$ cat config.mk
export PLATFORM = sky130hd
export DESIGN_NAME = condicionador_sensores
export DESIGN_NICKNAME = d
export VERILOG_FILES = /design/src/rtl/irrig_pkg.sv /design/src/rtl/filtro_deb.sv /design/src/rtl/condicionador_sensores.sv
export SDC_FILE = /design/constraint.sdc
export NUM_CORES = 1
export LEC_CHECK = 0
export BUFFER_PORTS_ARGS = -buffer_cell sky130_fd_sc_hd__buf_4
export CAP_MARGIN = 20
export CORE_MARGIN = 5
export CORE_UTILIZATION = 45
export CTS_CLUSTER_SIZE = 20
export DETAILED_ROUTE_END_ITERATION = 7
export PLACE_DENSITY = 0.63
export SLEW_MARGIN = 20
export SYNTH_ARGS = -nofsm -noshare
export SYNTH_HDL_FRONTEND = slang
export SYNTH_SLANG_ARGS = --single-unit
$ cat constraint.sdc
create_clock -name CLK -period 1.8 [get_ports CLK]
set_input_delay 0.27 -clock CLK [delete_from_list [all_inputs] [get_ports CLK]]
set_output_delay 0.27 -clock CLK [all_outputs]
set_load 0.005 [all_outputs]
$ cat src/rtl/irrig_pkg.sv
// Shared definitions for the irrigation input-conditioning stage:
// level FSM encoding, default filter lengths and the level-consistency rule.
package irrig_pkg;

   // Level supervision states, 2-bit encoding.
   typedef enum logic [1:0] {
      ST_OK      = 2'd0,
      ST_SUSPECT = 2'd1,
      ST_FAULT   = 2'd2
   } lvl_state_t;

   // Default number of stable synchronised samples before a filtered output moves.
   localparam int DEB_CYCLES_DEF   = 8;
   // Default number of consecutive inconsistent level triples before a fault latches.
   localparam int FAULT_CYCLES_DEF = 16;

   // A tank cannot read "high" without "mid", nor "mid" without "low".
   function automatic logic lvl_inconsistent(input logic a, input logic m, input logic b);
      return (a & ~m) | (m & ~b);
   endfunction

endpackage

$ cat src/rtl/filtro_deb.sv
// One conditioned input: 2-FF synchroniser followed by a debounce counter.
// The filtered value only moves after DEB_CYCLES consecutive synchronised
// samples that disagree with it; any agreeing sample restarts the count.
module filtro_deb
   import irrig_pkg::*;
#(
   parameter int DEB_CYCLES = DEB_CYCLES_DEF
) (
   input  logic clk_i,
   input  logic rst_i,
   input  logic raw_i,
   output logic filt_o
);

   localparam int CW = $clog2(DEB_CYCLES + 1);
   localparam logic [CW-1:0] CNT_LAST = CW'(DEB_CYCLES - 1);

   logic          sync1_q, sync2_q;
   logic          filt_q, filt_d;
   logic [CW-1:0] cnt_q, cnt_d;

   // Debounce decision: count disagreeing samples, commit on the DEB_CYCLES-th.
   always_comb begin
      filt_d = filt_q;
      cnt_d  = cnt_q;
      if (sync2_q == filt_q) begin
         cnt_d = '0;
      end else if (cnt_q == CNT_LAST) begin
         filt_d = sync2_q;
         cnt_d  = '0;
      end else begin
         cnt_d = cnt_q + CW'(1);
      end
   end

   // Synchroniser, counter and filtered-value registers.
   always_ff @(posedge clk_i) begin
      if (rst_i) begin
         sync1_q <= 1'b0;
         sync2_q <= 1'b0;
         filt_q  <= 1'b0;
         cnt_q   <= '0;
      end else begin
         sync1_q <= raw_i;
         sync2_q <= sync1_q;
         filt_q  <= filt_d;
         cnt_q   <= cnt_d;
      end
   end

   assign filt_o = filt_q;

endmodule

$ cat src/rtl/condicionador_sensores.sv
// Input-conditioning stage in front of the irrigation core. Six debounced
// inputs; the tank-level triple is supervised by a small FSM that masks
// impossible patterns and latches a fault when they persist, until ACK.
module condicionador_sensores
   import irrig_pkg::*;
#(
   parameter int DEB_CYCLES   = DEB_CYCLES_DEF,
   parameter int FAULT_CYCLES = FAULT_CYCLES_DEF
) (
   input  logic CLK,
   input  logic RST,
   input  logic A_RAW,
   input  logic M_RAW,
   input  logic B_RAW,
   input  logic US_RAW,
   input  logic UA_RAW,
   input  logic T_RAW,
   input  logic ACK,
   output logic A,
   output logic M,
   output logic B,
   output logic US,
   output logic UA,
   output logic T,
   output logic FAULT,
   output logic VALID
);

   localparam int FCW = $clog2(FAULT_CYCLES + 1);
   localparam int SCW = $clog2(DEB_CYCLES + 3);
   localparam logic [FCW-1:0] FCNT_LAST = FCW'(FAULT_CYCLES - 1);
   localparam logic [SCW-1:0] SCNT_DONE = SCW'(DEB_CYCLES + 2);

   // Bit order everywhere: {A, M, B, US, UA, T}.
   logic [5:0] raw_w;
   logic [5:0] filt_w;
   logic [2:0] triple_w;
   logic       inc_w;

   lvl_state_t     state_q, state_d;
   logic [FCW-1:0] fcnt_q, fcnt_d;
   logic [2:0]     last_q, last_d;
   logic [SCW-1:0] scnt_q, scnt_d;
   logic           valid_q, valid_d;

   assign raw_w = {A_RAW, M_RAW, B_RAW, US_RAW, UA_RAW, T_RAW};

   for (genvar gi = 0; gi < 6; gi++) begin : g_filt
      filtro_deb #(.DEB_CYCLES(DEB_CYCLES)) u_filt (
         .clk_i  (CLK),
         .rst_i  (RST),
         .raw_i  (raw_w[gi]),
         .filt_o (filt_w[gi])
      );
   end

   assign triple_w = filt_w[5:3];
   assign inc_w    = lvl_inconsistent(triple_w[2], triple_w[1], triple_w[0]);

   // Level FSM next state: track consistent triples, count inconsistent ones.
   always_comb begin
      state_d = state_q;
      fcnt_d  = fcnt_q;
      last_d  = last_q;
      unique case (state_q)
         ST_OK: begin
            if (inc_w) begin
               state_d = ST_SUSPECT;
               fcnt_d  = FCW'(1);
            end else begin
               last_d = triple_w;
            end
         end
         ST_SUSPECT: begin
            if (!inc_w) begin
               state_d = ST_OK;
               fcnt_d  = '0;
               last_d  = triple_w;
            end else begin
               fcnt_d = fcnt_q + FCW'(1);
               if (fcnt_q == FCNT_LAST) begin
                  state_d = ST_FAULT;
               end
            end
         end
         ST_FAULT: begin
            // An acknowledge only counts once the switches read sane again.
            if (ACK && !inc_w) begin
               state_d = ST_OK;
               fcnt_d  = '0;
               last_d  = triple_w;
            end
         end
         default: begin
            state_d = ST_OK;
            fcnt_d  = '0;
         end
      endcase
   end

   // Startup timer: VALID once every filter has had time to settle.
   always_comb begin
      scnt_d  = scnt_q;
      valid_d = valid_q;
      if (!valid_q) begin
         scnt_d = scnt_q + SCW'(1);
         if (scnt_d == SCNT_DONE) begin
            valid_d = 1'b1;
         end
      end
   end

   // State, fault counter, last-consistent triple and startup registers.
   always_ff @(posedge CLK) begin
      if (RST) begin
         state_q <= ST_OK;
         fcnt_q  <= '0;
         last_q  <= '0;
         scnt_q  <= '0;
         valid_q <= 1'b0;
      end else begin
         state_q <= state_d;
         fcnt_q  <= fcnt_d;
         last_q  <= last_d;
         scnt_q  <= scnt_d;
         valid_q <= valid_d;
      end
   end

   // An impossible triple is never shown, even on the edge it first appears.
   always_comb begin
      {A, M, B} = last_q;
      if (state_q == ST_OK && !inc_w) begin
         {A, M, B} = triple_w;
      end
   end

   assign US    = filt_w[2];
   assign UA    = filt_w[1];
   assign T     = filt_w[0];
   assign FAULT = (state_q == ST_FAULT);
   assign VALID = valid_q;

endmodule

==> impl_metrics.csv, run 1 <==
group,metric,value,unit
yosys,async_flop_share,0,%
yosys,synth_compound_area_share,5.68,%
route,drt-initial-drc-count,62,
route,wl_per_cell,11.0,µm
clock_tree,htreeDepth,3,
outcome,status,"finished, violations left",
layout,n_antenna_cell,0,
timing,finClkSkew,0.00590,ns
route,ant_nets,0,
yosys,synthDistinctLibCells,36,
power,ir_worst_vdd,743,µV
power,total_power,2.72,mW
setup_path,end_kind,"primary output",
global_route,antenna_found_initial,0,
timing,drv_slew,0,
floorplanning,core,0.00482,mm²
placed_design,gp_congestion,0.759,
setup_path,rr_startpoint,"g_filt[4].u_filt.filt_o",
clock_tree,clock_sinks,57,
setup_path,path_max_fanout,4,
timing,setup_viol,3,
setup_path,crit_type,"reg2out",
floorplanning,io_pins,17,
clock_tree,clock_latency,0.33,ns
global_route,grt_pass1_vias,1446,
setup_path,reg2reg_depth,6,
global_route,grt_overflow_total,0,
floorplanning,fp-row-count,25,
yosys,synth_nets,251,
yosys,synthMuxAreaShare,4.63,%
yosys,synthTopCellsByArea,"dfxtp_1 (50%), nor2_1 (6.9%), ha_1 (5.5%), xnor2_1 (5.4%), nor2b_1 (3.9%)",
yosys,synth_xor_area_share,8.49,%
yosys,yosys_warnings,0,
yosys,syn_area_per_cell,9.78,µm²
yosys,synth.largest_area_cell,"dfxtp_1",
layout,area_growth,21.4,%
yosys,synth-edff-count,0,
setup_path,crit_chain,"and2_4, nor2_2, or3_4, mux2_4, buf_6",
timing,worst-slew-pin-transition,0.343,ns
clock_tree,cts_buffer_depth,2,
global_route,grt_pass1_wl,6350,µm
placed_design,numPortBuffers,16,
power,p_per_area,987,mW/mm²
job,maxCapViolCount,0,
floorplanning,die_w,81,µm
clock_tree,clk_pin_slew_worst_paths,0.06,ns
setup_path,critPathTopFamily,"simple AND/OR/NAND/NOR gates",
clock_tree,cts_tree,"yes",
yosys,syn_inst,232,
timing,layout_setup_ws,-0.141,ns
setup_path,endpoint,"B",
layout,drive_gt1_share,18.7,%
setup_path,r2r_end,"fcnt_q[2]",
timing,finalCriticalPeriod,1.94,ns
setup_path,crit_arrival,1.67,ns
yosys,syn_area,0.00227,mm²
yosys,synthAdderAreaFrac,5.52,%
route,drt-total-wl,3670,µm
floorplanning,dieArea,0.00656,mm²
clock_tree,holdBufCountCts,0,
setup_path,cp_num_cells,5,
yosys,yosysSeqAreaShare,50.3,%
setup_path,crit_buf_inv,1,
setup_path,max_stage_delay,0.37,ns
setup_path,cp-start-kind,"register",
yosys,yosys.area_share.simple,22.7,%
setup_path,crit_start,"g_filt[4].u_filt.filt_o",
setup_path,regToRegSetupSlack,0.22,ns
route,route.detailed.drc,0,
yosys,synth_top_family_by_area,"simple AND/OR/NAND/NOR gates",
global_route,grt_use_total,13.0,%
route,firstDrtPassIters,4,
clock_tree,cts_buffers,9,
timing,timing.fmax,515,MHz
clock_tree,root_buffer,"clkbuf_8",
timing,rsz0062_at_grt,"true",
timing,finalHoldViolCount,0,
setup_path,crit_path_top_delay_cell,"dfxtp_4",
route,vias_per_cell,4.65,
timing,slew_headroom,76.5,%
layout,final_nets,281,
timing,fin_crit_sh,108,%
timing,setup_tns,-0.415,ns
outcome,violations,"setup timing",
floorplanning,die_y,81,µm
setup_path,required,1.53,ns
route,via_count,1553,
yosys,synthFlopType,"dfxtp_1",
power,p_leak,1.12,nW
yosys,synth_top_area_share,50.3,%
placed_design,dp_hpwl,2520,µm
floorplanning,initial_core_util,47.1,%
hold_path,hp-class,"in2reg",
yosys,yosys_register_bits,57,
global_route,grt_max_degree,19,
## final cells by class
class	count	area [µm²]
flip-flops and latches	57	1140
inverters	9	33.8
repair buffers	24	191
multi-input cells	161	1070
well taps	67	83.8
fillers	450	2060
clock inverters	5	77.6
clock buffers	11	151
## worst register-to-register path, delay by kind of cell, from the launching register on
family | cells | cell delay, ns
buf+inv | 2 | 0.24
compound gates | 1 | 0.36
flops | 1 | 0.36
simple gates | 3 | 0.51
## how the worst min path moves through the flow
stage / start / end / slack [ns] / cells past startpoint
floorplan: T_RAW / g_filt[0].u_filt.sync1_q / 0.40 / 1
global placement: g_filt[2].u_filt.sync1_q / g_filt[2].u_filt.sync2_q / 0.42 / 1
detailed placement: g_filt[3].u_filt.sync1_q / g_filt[3].u_filt.sync2_q / 0.43 / 1
CTS: US_RAW / g_filt[2].u_filt.sync1_q / 0.14 / 2
global route: M_RAW / g_filt[4].u_filt.sync1_q / 0.15 / 2
finish: US_RAW / g_filt[2].u_filt.sync1_q / 0.15 / 2
## kinds of logic (layout without fill, tap and decap cells)
family	Yosys count	count (layout)
adders and majority gates	10	10
and+or+nand+nor	101	101
muxes	9	9
xor gates and xnor gates	22	22
AOI/OAI and AO/OA	19	19
DFF	57	57
buffers and inverters	14	49
## what timing repair did
| item | 4_1_cts | 5_1_grt |
|---|---|---|
| endpoints found under the setup margin | 3 | 3 |
| setup buffers | 2 | 1 |
| pin swaps | 0 | 1 |
| gates resized for setup | 6 | 0 |
## cells in the final DEF, fill, tap and decap left out, types with 7 or more instances in the layout
cell / instances
a21oi_1: 7
dfxtp_1: 56
ha_1: 10
nor2b_1: 14
inv_1: 9
clkbuf_8: 11
nand2_1: 11
buf_4: 21
xor2_1: 8
xnor2_1: 14
nor2_1: 42
nand3_1: 9
## routing by layer
layer,vias up,GRT usage (%),routed length [µm]
met5,-,0,0
met4,0,10.1,106
met3,10,3.99,128
met2,17,18.5,1540
met1,694,16.1,1890
li1,832,-,-
## state kept, by name (all words and copies together), names as in the netlist
| register | flops |
|---|---|
| scnt_q | 4 |
| state_q | 2 |
| g_filt.u_filt.sync1_q | 6 |
| g_filt.u_filt.sync2_q | 6 |
| fcnt_q | 5 |
| last_q | 3 |
| g_filt.u_filt.filt_o | 6 |
| VALID | 1 |
| g_filt.u_filt.cnt_q | 24 |
## power breakdown
group	internal [mW]	leakage, nW	total, mW	switching (mW)
Clock	0.849	0.115	1.34	0.492
Sequential	1.28	0.464	1.30	0.0160
Combinational	0.0402	0.538	0.0774	0.0373
## metrics by stage
step                util [%]  hold slack, ns  std cells  setup slack [ns]  instance area [µm²]
floorplan                  -           0.398        232             0.274                 2270
global placement        51.5           0.417        315             0.118                 2480
detailed placement      51.5           0.428        315            0.0876                 2480
CTS                     57.0           0.137        333            -0.160                 2750
global route            57.2           0.151        334            -0.189                 2750
finish                  57.2           0.151        334            -0.141                 2750
## synth_stat cells (3+ instances only)
cell      instances
a21oi_1           7
and3b_1           3
clkbuf_1          3
dfxtp_1          57
ha_1             10
inv_1             9
mux2_4            3
mux2i_1           6
nand2_1          11
nand3_1           9
nor2_1           42
nor2b_1          14
nor3b_1           3
o21ai_0           5
or3_1             6
xnor2_1          14
xor2_1            8
(Power assumes the default switching activity.)
==> run 2, diff against run 1 <==
- PLACE_DENSITY: 0.63 -> default
==> run 2 against run 1 <==
Net effect: the run still ends with setup timing left; core utilization shrank 1.1 points; setup slack worse by 0.0044 ns; clock skew is 0.0025 ns lower; sequential share of layout area is 0.85 points higher; clock power is 16% lower; maximum frequency fell by 0.23%; critical path type unchanged.
==> impl_metrics.csv, run 2 (synthesis gave the netlist of run 1 again) <==
group,metric,value,unit
floorplanning,die_w,81,µm
floorplanning,die_y,81,µm
clock_tree,cts_tree,"yes",
setup_path,end_kind,"primary output",
layout,drive_gt1_share,17.0,%
outcome,violations,"setup timing",
timing,finalCriticalPeriod,1.95,ns
clock_tree,clock_latency,0.33,ns
global_route,antenna_found_initial,0,
floorplanning,io_pins,17,
setup_path,crit_start,"g_filt[4].u_filt.filt_o",
global_route,grt_pass1_vias,1462,
route,via_count,1574,
placed_design,place_ws,0.129,ns
route,firstDrtPassIters,4,
setup_path,max_stage_delay,0.37,ns
setup_path,crit_path_top_delay_cell,"dfxtp_4",
setup_path,rr_startpoint,"g_filt[4].u_filt.filt_o",
layout,n_antenna_cell,0,
timing,fin_crit_sh,108,%
timing,timing.hold.ws,0.148,ns
timing,rsz0062_at_grt,"true",
clock_tree,cts_buffer_depth,2,
floorplanning,initial_core_util,47.1,%
clock_tree,htreeDepth,3,
setup_path,cp-start-kind,"register",
placed_design,dp_hpwl,2450,µm
hold_path,holdCritStartpoint,"T_RAW",
setup_path,crit_buf_inv,1,
layout,mostFrequentLayoutCell,"dfxtp_1",
outcome,status,"finished, violations left",
power,total_power,2.50,mW
power,p_leak,1.09,nW
route,route.detailed.drc,0,
placed_design,gp_congestion,0.730,
layout,utilization,56.0,%
timing,slew_headroom,77.9,%
timing,finClkSkew,0.00343,ns
route,drt-total-wl,3490,µm
layout,register_area,0.00114,mm²
route,wl_per_cell,10.5,µm
power,p_per_area,925,mW/mm²
placed_design,place_area,0.00247,mm²
timing,setup_viol,3,
timing,timing.fmax,514,MHz
layout,area_growth,19.0,%
setup_path,required,1.53,ns
placed_design,numPortBuffers,16,
setup_path,crit_arrival,1.68,ns
hold_path,whs_path_depth,2,
floorplanning,fp-row-count,25,
layout,regMostFlops,"g_filt.u_filt.cnt_q",
layout,largest_reg_flops,24,
setup_path,path_max_fanout,4,
clock_tree,cts_buffers,9,
timing,worst-slew-pin-transition,0.328,ns
setup_path,cp_num_cells,5,
power,ir_worst_vdd,580,µV
layout,fill_cells,470,
job,maxCapViolCount,0,
clock_tree,holdBufCountCts,0,
setup_path,critPathTopFamily,"simple AND/OR/NAND/NOR gates",
route,ant_nets,0,
floorplanning,core,0.00482,mm²
timing,drv_slew,0,
hold_path,hp-class,"in2reg",
setup_path,crit_chain,"and2_4, nor2_2, or3_4, mux2_4, buf_6",
global_route,grt_use_total,13.0,%
timing,layout_setup_ws,-0.145,ns
setup_path,crit_type,"reg2out",
clock_tree,root_buffer,"clkbuf_8",
layout,fin_area,0.00270,mm²
global_route,grt_max_degree,25,
layout,layout_common_cells,"dfxtp_1 (56), nor2_1 (42), buf_4 (19)",
layout,multi_input_area,0.00107,mm²
global_route,grt_pass1_wl,6360,µm
global_route,grt_overflow_total,0,
setup_path,reg2reg_depth,6,
route,drt-initial-drc-count,87,
layout,final_nets,279,
clock_tree,clock_sinks,57,
clock_tree,clk_pin_slew_worst_paths,0.06,ns
timing,finalHoldViolCount,0,
floorplanning,dieArea,0.00656,mm²
route,vias_per_cell,4.74,
[run 2: layout make-up]
class / count / share of cell area, %
clock inverters: 3 / 1.48
clock buffers: 13 / 5.52
flip-flops and latches: 57 / 42.4
repair buffers: 22 / 6.54
inverters: 9 / 1.25
well taps: 67 / 3.11
multi-input cells: 161 / 39.7
[run 2: through the flow]
| stage | setup TNS [ns] | std cells |
|---|---|---|
| 6_report | -0.422 | 332 |
| 3_3_place_gp | 0 | 314 |
| 2_1_floorplan | 0 | 232 |
| 3_5_place_dp | 0 | 314 |
| 5_1_grt | -0.644 | 332 |
| 4_1_cts | -0.562 | 331 |
[run 2: routing by layer]
metal  up-vias  global-route usage (%)  part of all wire [%]
met5         -                       0                     0
met4         0                    9.63                   3.1
met3        12                    4.66                   4.1
met2        24                    19.4                    44
met1       705                    15.2                    49
li1        833                       -                     -
[run 2: path summary, 6_finish.rpt]
path              slack, ns                       end
setup / recovery      -0.15                         B
hold / removal         0.15  g_filt[0].u_filt.sync1_q
setup reg to reg       0.21                 fcnt_q[2]
hold reg to reg        0.43  g_filt[3].u_filt.sync2_q
[run 2: worst reg2reg max path: stages (launching register included)]
cell,delay [ns]
dfxtp_4,0.36
and2_4,0.14
buf_4,0.13
buf_4,0.12
nor3_1,0.26
nor3_2,0.12
a311o_1,0.35
[run 2: report_power, final]
part	total (mW)	switching, mW	leakage [nW]	internal, mW
sequential	1.30	0.0158	0.464	1.28
clock	1.12	0.451	0.0974	0.673
combinational	0.0743	0.0358	0.527	0.0385
[run 2: what timing repair did]
action,in CTS,in global routing
endpoints found under the setup margin,3,3
pin swaps,0,0
gates resized for setup,1,5
setup buffers,1,1
